<file path="config.mk">
export PLATFORM = sky130hd
export DESIGN_NAME = mem_ctrl
export DESIGN_NICKNAME = d
export VERILOG_FILES = /design/src/rtl/mem_ctrl_pkg.sv /design/src/rtl/mem_rr_arb.sv /design/src/rtl/mem_ctrl.sv
export SDC_FILE = /design/constraint.sdc
export NUM_CORES = 1
export LEC_CHECK = 0
export BUFFER_PORTS_ARGS = -buffer_cell sky130_fd_sc_hd__buf_2
export CORE_AREA = 2 2 166 168
export DETAILED_ROUTE_END_ITERATION = 12
export DIE_AREA = 0 0 168 170
export PLACE_DENSITY = 0.5
export SKIP_LAST_GASP = 1
export SLEW_MARGIN = 10
export SYNTH_ARGS = -nofsm -noshare
export SYNTH_HDL_FRONTEND = slang
export SYNTH_SLANG_ARGS = --single-unit
</file>
<file path="constraint.sdc">
create_clock -name clk -period 4.7 [get_ports clk]
set_clock_uncertainty 0.2 [all_clocks]
set_input_delay 0.47 -clock clk [delete_from_list [all_inputs] [get_ports clk]]
set_output_delay 0.47 -clock clk [all_outputs]
set_load 0.1 [all_outputs]
</file>
<file path="src/rtl/mem_ctrl_pkg.sv">
// Shared definitions for the byte-serial memory controller: length codes, byte counts, FSM states.
package mem_ctrl_pkg;

  localparam logic [1:0] LenByte = 2'b00;
  localparam logic [1:0] LenHalf = 2'b01;
  localparam logic [1:0] LenWord = 2'b10;

  typedef enum logic [1:0] {
    StIdle,
    StRead,
    StWrite,
    StAck
  } state_e;

  // Codes 10 and 11 both mean a full word.
  function automatic logic [2:0] len_bytes(input logic [1:0] len);
    case (len)
      LenByte: return 3'd1;
      LenHalf: return 3'd2;
      default: return 3'd4;
    endcase
  endfunction

endpackage

</file>
<file path="src/rtl/mem_rr_arb.sv">
// Two-port round-robin arbiter; the pointer moves past the granted port on each advance.
module mem_rr_arb (
  input  logic       clk,
  input  logic       rst,
  input  logic [1:0] req,
  input  logic       adv,
  output logic [1:0] gnt
);

  // ptr_q names the port preferred at the next grant.
  logic ptr_q;

  always_ff @(posedge clk or posedge rst) begin
    if (rst) begin
      ptr_q <= 1'b0;
    end else if (adv) begin
      ptr_q <= gnt[0];
    end
  end

  always_comb begin
    gnt = 2'b00;
    if (ptr_q) begin
      if (req[1]) begin
        gnt = 2'b10;
      end else if (req[0]) begin
        gnt = 2'b01;
      end
    end else begin
      if (req[0]) begin
        gnt = 2'b01;
      end else if (req[1]) begin
        gnt = 2'b10;
      end
    end
  end

endmodule

</file>
<file path="src/rtl/mem_ctrl.sv">
// Byte-serial memory controller: one write port and two arbitrated read ports onto an 8-bit
// synchronous RAM, moving 1, 2 or 4 bytes per transaction.
module mem_ctrl
  import mem_ctrl_pkg::*;
#(
  parameter int unsigned MEM_ADDR_W = 17,
  parameter int unsigned R_PORT     = 2
) (
  input  logic                  clk,
  input  logic                  rst,
  input  logic [R_PORT-1:0]     co_re,
  input  logic [32*R_PORT-1:0]  co_raddr,
  input  logic [2*R_PORT-1:0]   co_rlen,
  output logic [32*R_PORT-1:0]  co_din,
  output logic [R_PORT-1:0]     co_rack,
  input  logic                  co_we,
  input  logic [31:0]           co_waddr,
  input  logic [1:0]            co_wlen,
  input  logic [31:0]           co_dout,
  output logic                  co_wack,
  output logic [MEM_ADDR_W-1:0] mem_addr,
  output logic [7:0]            mem_wdata,
  output logic                  mem_we,
  input  logic [7:0]            mem_rdata
);

  state_e                state_q, state_d;
  logic [2:0]            cnt_q, cnt_d;
  logic [2:0]            n_q, n_d;
  logic [MEM_ADDR_W-1:0] addr_q, addr_d;
  logic [31:0]           wdata_q, wdata_d;
  logic [31:0]           rbuf_q, rbuf_d;
  logic [63:0]           din_q, din_d;
  logic                  rd_q, rd_d;
  logic                  port_q, port_d;
  logic [1:0]            gnt;
  logic                  arb_adv;
  logic [1:0]            byte_idx;

  mem_rr_arb u_arb (
    .clk (clk),
    .rst (rst),
    .req (co_re[1:0]),
    .adv (arb_adv),
    .gnt (gnt)
  );

  // Read data for address i arrives one cycle later, so counter value c captures byte c-1.
  assign byte_idx = cnt_q[1:0] - 2'd1;

  always_ff @(posedge clk or posedge rst) begin
    if (rst) begin
      state_q <= StIdle;
      cnt_q   <= '0;
      n_q     <= '0;
      addr_q  <= '0;
      wdata_q <= '0;
      rbuf_q  <= '0;
      din_q   <= '0;
      rd_q    <= 1'b0;
      port_q  <= 1'b0;
    end else begin
      state_q <= state_d;
      cnt_q   <= cnt_d;
      n_q     <= n_d;
      addr_q  <= addr_d;
      wdata_q <= wdata_d;
      rbuf_q  <= rbuf_d;
      din_q   <= din_d;
      rd_q    <= rd_d;
      port_q  <= port_d;
    end
  end

  always_comb begin
    state_d = state_q;
    cnt_d   = cnt_q;
    n_d     = n_q;
    addr_d  = addr_q;
    wdata_d = wdata_q;
    rbuf_d  = rbuf_q;
    din_d   = din_q;
    rd_d    = rd_q;
    port_d  = port_q;
    arb_adv = 1'b0;
    unique case (state_q)
      StIdle: begin
        cnt_d = '0;
        if (co_we) begin
          state_d = StWrite;
          rd_d    = 1'b0;
          addr_d  = co_waddr[MEM_ADDR_W-1:0];
          n_d     = len_bytes(co_wlen);
          wdata_d = co_dout;
        end else if (co_re[1:0] != 2'b00) begin
          state_d = StRead;
          arb_adv = 1'b1;
          rd_d    = 1'b1;
          port_d  = gnt[1];
          addr_d  = gnt[1] ? co_raddr[32 +: MEM_ADDR_W] : co_raddr[0 +: MEM_ADDR_W];
          n_d     = len_bytes(gnt[1] ? co_rlen[3:2] : co_rlen[1:0]);
          rbuf_d  = '0;
        end
      end
      StWrite: begin
        if (cnt_q == n_q - 3'd1) begin
          state_d = StAck;
        end else begin
          cnt_d = cnt_q + 3'd1;
        end
      end
      StRead: begin
        if (cnt_q != 3'd0) begin
          rbuf_d[{byte_idx, 3'b000} +: 8] = mem_rdata;
        end
        if (cnt_q == n_q) begin
          // Publish the whole word at once so co_din never shows a partial result.
          state_d = StAck;
          if (port_q) begin
            din_d[63:32] = rbuf_d;
          end else begin
            din_d[31:0] = rbuf_d;
          end
        end else begin
          cnt_d = cnt_q + 3'd1;
        end
      end
      StAck: begin
        state_d = StIdle;
      end
      default: begin
        state_d = StIdle;
      end
    endcase
  end

  always_comb begin
    mem_we     = (state_q == StWrite);
    mem_addr   = '0;
    mem_wdata  = '0;
    if (state_q == StRead || state_q == StWrite) begin
      mem_addr = addr_q + MEM_ADDR_W'(cnt_q);
    end
    if (mem_we) begin
      mem_wdata = wdata_q[{cnt_q[1:0], 3'b000} +: 8];
    end
    co_wack    = (state_q == StAck) && !rd_q;
    co_rack    = '0;
    co_rack[0] = (state_q == StAck) && rd_q && !port_q;
    co_rack[1] = (state_q == StAck) && rd_q && port_q;
    co_din     = din_q;
  end

  // Address bits above the RAM width are ignored by design.
  logic unused_bits;
  assign unused_bits = ^{co_waddr[31:MEM_ADDR_W], co_raddr[31:MEM_ADDR_W],
                         co_raddr[63:32+MEM_ADDR_W], gnt[0]};

endmodule

</file>
==> results.py, run 1 <==
metrics = {
    "logic_synthesis": {
        "synth_area_um2": 7920,
        "synthCells": 652,
        "ys.flop_type": "dfrtp_1",
        "yosysWarnings": 0,
        "synth_cell_type_count": 58,
        "yosysMostFrequentCell": "dfrtp_1",
        "synth-edff-count": 0,
        "synth_fp_nets": 815,
        "syn_area_per_cell_um2": 12.1,
        "synthTopCellsByCount": "dfrtp_1 (156), mux2_2 (44), nand2_1 (42), a22o_1 (40), nor2_1 (35)",
        "synth.top_cell.area_share": 0.493,
        "yosysTopAreaCell": "dfrtp_1",
        "async_flop_share": 1.00,
        "yosys-top-cells-area": "dfrtp_1 (49%), mux2_2 (6.3%), mux2_4 (5.7%)",
        "yosysSeqAreaShare": 0.493,
        "ys_ff_latch": 156,
    },
    "global_routing": {
        "grt_pass1_wl_um": 31800,
        "grt_overflow": 0,
        "antenna_found_initial": 1,
        "track_usage": 0.142,
        "grt_pass1_vias": 5615,
        "grt_max_degree": 157,
    },
    "worst_setup_path": {
        "path_class": "flip-flop to output pin",
        "cp_max_fo": 14,
        "cpMostUsedCell": "a21oi_1",
        "slowest_stage": "a21oi_1",
        "path_cells": "buf_4 -> ha_1 -> a21o_1 -> a21oi_1 -> o31ai_1 -> a21oi_1 -> buf_2",
        "worstPathArrival_ps": 3120,
        "reg2reg_from": "state_q[0]",
        "worstReg2RegEnd": "rbuf_q[26]",
        "r2r_slack_ps": 1390,
        "setup.worst_path.end_class": "output pin",
        "crit_start": "cnt_q[1]",
        "crit_required_ps": 4030,
        "slowest_delay_ps": 700,
        "rr_worst_depth": 7,
        "startpoint_type": "flip-flop",
    },
    "finish": {
        "fillerInstances": 2675,
        "drive_gt1_frac": 0.380,
        "syn2layout_area_growth_pct": 23.5,
        "layout.cells.non_filler": 1186,
        "layout.nets": 993,
    },
    "die": {
        "fp.coreArea_um2": 26700,
        "die-area_um2": 28600,
        "die_w_um": 168,
        "num_rows": 60,
        "ioPinCount": 240,
        "dieHeight_um": 170,
        "initial_utilization": 0.297,
    },
    "placement": {
        "pre_cts_ws_ps": 1370,
        "gp_congestion": 0.756,
        "hpwl_um": 13900,
        "dp.cells": 1152,
        "io_buffer_count": 194,
    },
    "routing": {
        "drt_iter0_markers": 281,
        "wl_um": 19800,
        "vias_per_cell": 4.78,
        "wl_per_cell_um": 16.7,
        "vias": 5669,
        "antenna_left": 0,
        "drt-pass1-iter-count": 4,
        "drc_errors": 0,
    },
    "sta": {
        "min_period_ps": 3790,
        "slew_headroom": 0.344,
        "fmax_mhz": 264,
        "finalSetupViolations": 0,
        "hold_viol": 0,
        "fin_crit_sh": 0.805,
        "rsz0062_at_grt": "false",
        "setup_tns_ps": 0,
        "worstMarginPinSlew_ps": 981,
        "worst_slack_ps": 915,
        "slew_violations": 0,
    },
    "clocking": {
        "clk_pin_slew_ps": 60,
        "postCtsSetupBuffers": 0,
        "cts_inserted_buffers": 17,
        "insertion_delay_ps": 420,
        "htree_levels": 4,
        "ctsResizeCount": 0,
        "cts.path.max_buffers": 2,
        "ctsHoldBuffers": 0,
        "cts_tree": "yes",
        "clockRootBuffer": "clkbuf_16",
        "cts.sinks": 156,
    },
    "hold_path": {
        "hp-class": "input port to asynchronous set/reset pin",
    },
    "run": {
        "max_cap_violations": 0,
    },
    "status": {
        "outcome": "finished, final reports clean",
    },
}
==> how the worst max path moves through the flow <==
stage,cells past startpoint,slack (ps),end
finish,7,910,mem_addr[13]
global route,7,670,mem_addr[13]
CTS,7,910,mem_addr[13]
detailed placement,7,1370,mem_addr[13]
global placement,8,1390,mem_addr[14]
floorplan,7,460,mem_addr[16]
==> final cells by class <==
type / count / area (µm²) / area share
Sequential cell: 156 / 3900 / 0.399
Antenna cell: 2 / 5.00 / 0.000512
Clock inverter: 13 / 203 / 0.0207
Clock buffer: 19 / 443 / 0.0453
Multi-Input combinational cell: 439 / 3700 / 0.379
Timing Repair Buffer: 201 / 1040 / 0.106
Inverter: 15 / 60.1 / 0.00614
Tap cell: 341 / 427 / 0.0436
==> logic make-up after synthesis <==
| kind of cell | synth area share |
|---|---|
| and+or+nand+nor | 0.105 |
| DFF | 0.493 |
| AOI/OAI and AO/OA | 0.134 |
| muxes | 0.189 |
| buffers and inverters | 0.0398 |
| adders and majority gates | 0.0262 |
| xor gates and xnor gates | 0.0130 |
==> state kept, by name (all words and copies together), names as in the netlist <==
register	cells
rbuf_q	32
cnt_q	3
port_q	1
rd_q	1
n_q	3
addr_q	17
wdata_q	32
state_q	2
co_din	64
u_arb.ptr_q	1
==> layer usage <==
layer	up-vias	share of wire	global-route usage
met2	134	0.46	0.222
met3	14	0.051	0.0402
met1	2762	0.48	0.197
met4	0	0.0089	0.0306
met5	-	0	0
li1	2759	-	-
==> placed cells by master (no fill, tap or decap), drive strengths merged, types with 3 or more instances in the layout <==
cell and instances:
a211oi 17, a21oi 18, a22o 40, and2 9
and3 22, buf 201, bufinv 4, clkbuf 19
clkinv 3, dfrtp 156, ha 15, inv 19
mux2 105, mux4 8, nand2 43, nand2b 13
nand3 5, nor2 35, nor2b 7, nor3 3
o2111ai 3, o21ai 10, o2bb2ai 8, o31ai 23
o41ai 8, or3 8, or4 3, xor2 7
==> critical path: cells and delay by family, from the launching register on <==
family | cells | cell delay, ps
fa+ha+maj | 1 | 320
buf+inv | 2 | 690
flops | 1 | 370
compound gates | 4 | 1310
==> through the flow <==
step | util | area, µm² | hold WS, ps
finish | 0.367 | 9780 | 62.4
global route | 0.367 | 9780 | 39.9
CTS | 0.367 | 9770 | 47.9
detailed placement | 0.343 | 9130 | 275
global placement | 0.343 | 9130 | 269
floorplan | - | 7920 | 253
Power of run 1 is left out: the tool's default activity adds up to more than one toggle a clock period on the data nets, which glitch-free logic cannot reach.
==> inputs of run 2 (changes only) <==
ABC_AREA = 1   (was default)
CORE_AREA = 2 2 165 167   (was 2 2 166 168)
DIE_AREA = 0 0 167 169   (was 0 0 168 170)
PLACE_DENSITY = 0.48   (was 0.5)
clock period = 3.9 ns   (was 4.7 ns; I/O delays follow)
==> results.py, run 2 <==
metrics = {
    "run": {
        "max_cap_violations": 0,
    },
    "die": {
        "die-area_um2": 28200,
        "ioPinCount": 240,
        "die_w_um": 167,
        "initial_utilization": 0.294,
        "fp.coreArea_um2": 26500,
        "num_rows": 60,
        "dieHeight_um": 169,
    },
    "finish": {
        "fillerInstances": 2795,
        "regArea_um2": 3900,
        "layout.cells.most_common": "nand2_1",
        "multi_input_area_um2": 3270,
        "largest_reg_flops": 64,
        "layout.cells.non_filler": 1505,
        "num_antenna_cells": 0,
        "final_cell_mix": "nand2_1 (272), buf_2 (188), dfrtp_1 (156), inv_1 (85), o21ai_0 (79)",
        "drive_gt1_frac": 0.244,
        "final_area_um2": 10000,
        "syn2layout_area_growth_pct": 28.6,
        "layout.nets": 1314,
    },
    "worst_setup_path": {
        "slowest_stage": "dfrtp_1",
        "rr_worst_depth": 7,
        "worstPathArrival_ps": 2750,
        "r2r_slack_ps": 870,
        "path_class": "flip-flop to output pin",
        "worstReg2RegEnd": "rbuf_q[5]",
        "cpMostUsedCell": "nand2_1",
        "cp_max_fo": 6,
        "startpoint_type": "flip-flop",
        "crit_required_ps": 3310,
        "reg2reg_from": "cnt_q[0]",
        "path_cells": "ha_1 -> inv_1 -> fa_1 -> inv_1 -> nand2_1 -> nand2_1 -> nand2_1 -> inv_1 -> nand2_1 -> nor2_1 -> nor2_1 -> nor2_1 -> buf_12",
        "setup.worst_path.end_class": "output pin",
        "slowest_delay_ps": 380,
    },
    "hold_path": {
        "min-delay-start": "co_waddr[11]",
        "hold_depth": 3,
        "hp-class": "input port to flip-flop",
        "hold_end": "addr_q[11]",
    },
    "logic_synthesis": {
        "async_flop_share": 1.00,
        "synth-edff-count": 0,
        "yosysSeqAreaShare": 0.501,
        "ys.flop_type": "dfrtp_1",
        "yosysWarnings": 0,
        "synthCells": 939,
        "yosys-top-cells-area": "dfrtp_1 (50%), nand2_1 (13%), o21ai_0 (5.1%)",
        "yosysTopAreaCell": "dfrtp_1",
        "ys_ff_latch": 156,
        "synth.top_cell.area_share": 0.501,
        "synth_fp_nets": 1102,
        "yosysMostFrequentCell": "nand2_1",
        "syn_area_per_cell_um2": 8.30,
        "synth_area_um2": 7800,
        "synthTopCellsByCount": "nand2_1 (272), dfrtp_1 (156), inv_1 (86), o21ai_0 (79), nor2_1 (58)",
        "synth_cell_type_count": 35,
    },
    "clocking": {
        "cts.sinks": 156,
        "cts.path.max_buffers": 2,
        "insertion_delay_ps": 430,
        "htree_levels": 4,
        "cts_inserted_buffers": 17,
        "cts_tree": "yes",
        "clockRootBuffer": "clkbuf_16",
        "clk_pin_slew_ps": 70,
    },
    "routing": {
        "vias_per_cell": 4.63,
        "drt-pass1-iter-count": 5,
        "drc_errors": 0,
        "wl_um": 22700,
        "wl_per_cell_um": 15.1,
        "vias": 6968,
        "drt_iter0_markers": 422,
        "antenna_left": 0,
    },
    "sta": {
        "finalSetupViolations": 0,
        "min_period_ps": 3340,
        "fin_crit_sh": 0.858,
        "hold_viol": 0,
        "slew_headroom": 0.421,
        "fmax_mhz": 299,
        "rsz0062_at_grt": "false",
        "worstMarginPinSlew_ps": 866,
        "slew_violations": 0,
    },
    "global_routing": {
        "track_usage": 0.161,
        "grt_max_degree": 82,
        "use_met3": 0.0421,
        "met2_usage": 0.260,
        "grt_overflow": 0,
        "met1_usage": 0.215,
        "grt-busiest-layer": "met2",
        "antenna_found_initial": 3,
        "grt_pass1_vias": 6671,
        "grt_pass1_wl_um": 36000,
    },
    "placement": {
        "dpl_cell_area_um2": 9140,
        "gp_congestion": 0.850,
        "hpwl_um": 15700,
        "io_buffer_count": 194,
        "dp.cells": 1441,
    },
    "status": {
        "outcome": "finished, final reports clean",
    },
}
## run 2: logic make-up after synthesis
logic type | Yosys count | share of synthesized area
flops | 156 | 0.501
compound gates | 198 | 0.147
xor+xnor | 3 | 0.00337
simple gates | 403 | 0.210
mux | 22 | 0.0318
fa+ha+maj | 16 | 0.0266
buf+inv | 141 | 0.0802
## run 2: area by class of cell
type | instances | area share
flip-flops and latches | 156 | 0.389
clock buffers | 19 | 0.0442
clock inverters | 13 | 0.0131
multi-input cells | 642 | 0.326
repair buffers | 237 | 0.148
well taps | 341 | 0.0425
inverters | 97 | 0.0368
## run 2: repair_timing
| item | CTS | global route |
|---|---|---|
| setup endpoints to repair | 0 | 0 |
| endpoints found under the hold margin | 65 | 0 |
| buffers inserted | 0 | 0 |
| hold buffers | 32 | 0 |
| resized for setup | 0 | 0 |
## run 2: how the worst max path moves through the flow
| stage | from | end | cells after the start |
|---|---|---|---|
| global route | cnt_q[0] | mem_addr[12] | 13 |
| global placement | cnt_q[0] | co_din[36] | 7 |
| CTS | cnt_q[1] | mem_addr[12] | 12 |
| finish | cnt_q[0] | mem_addr[12] | 13 |
| detailed placement | cnt_q[0] | rbuf_q[6] | 7 |
| floorplan | state_q[0] | mem_addr[3] | 6 |
## run 2: metal layers
metal  part of all wire  vias to the layer above
met5            0.00057                        -
met1               0.46                     3264
met4              0.011                        2
met3              0.053                       19
met2               0.48                      169
li1                   -                     3514
## run 2: critical path: cells and delay by family, from the launching register on
kind,cells,cell delay [ps]
buffers and inverters,4,520
and+or+nand+nor,7,880
DFF,1,380
adders and majority gates,2,530
## run 2: per-stage QoR
step	setup slack (ps)	util	TNS, ps	hold slack, ps
2_1_floorplan	-33.4	-	-100	253
6_report	556	0.378	0	14.1
5_1_grt	269	0.378	0	6.68
3_3_place_gp	938	0.345	0	260
4_1_cts	541	0.378	0	0.771
3_5_place_dp	899	0.345	0	260
Power of run 2 is left out for the same reason.
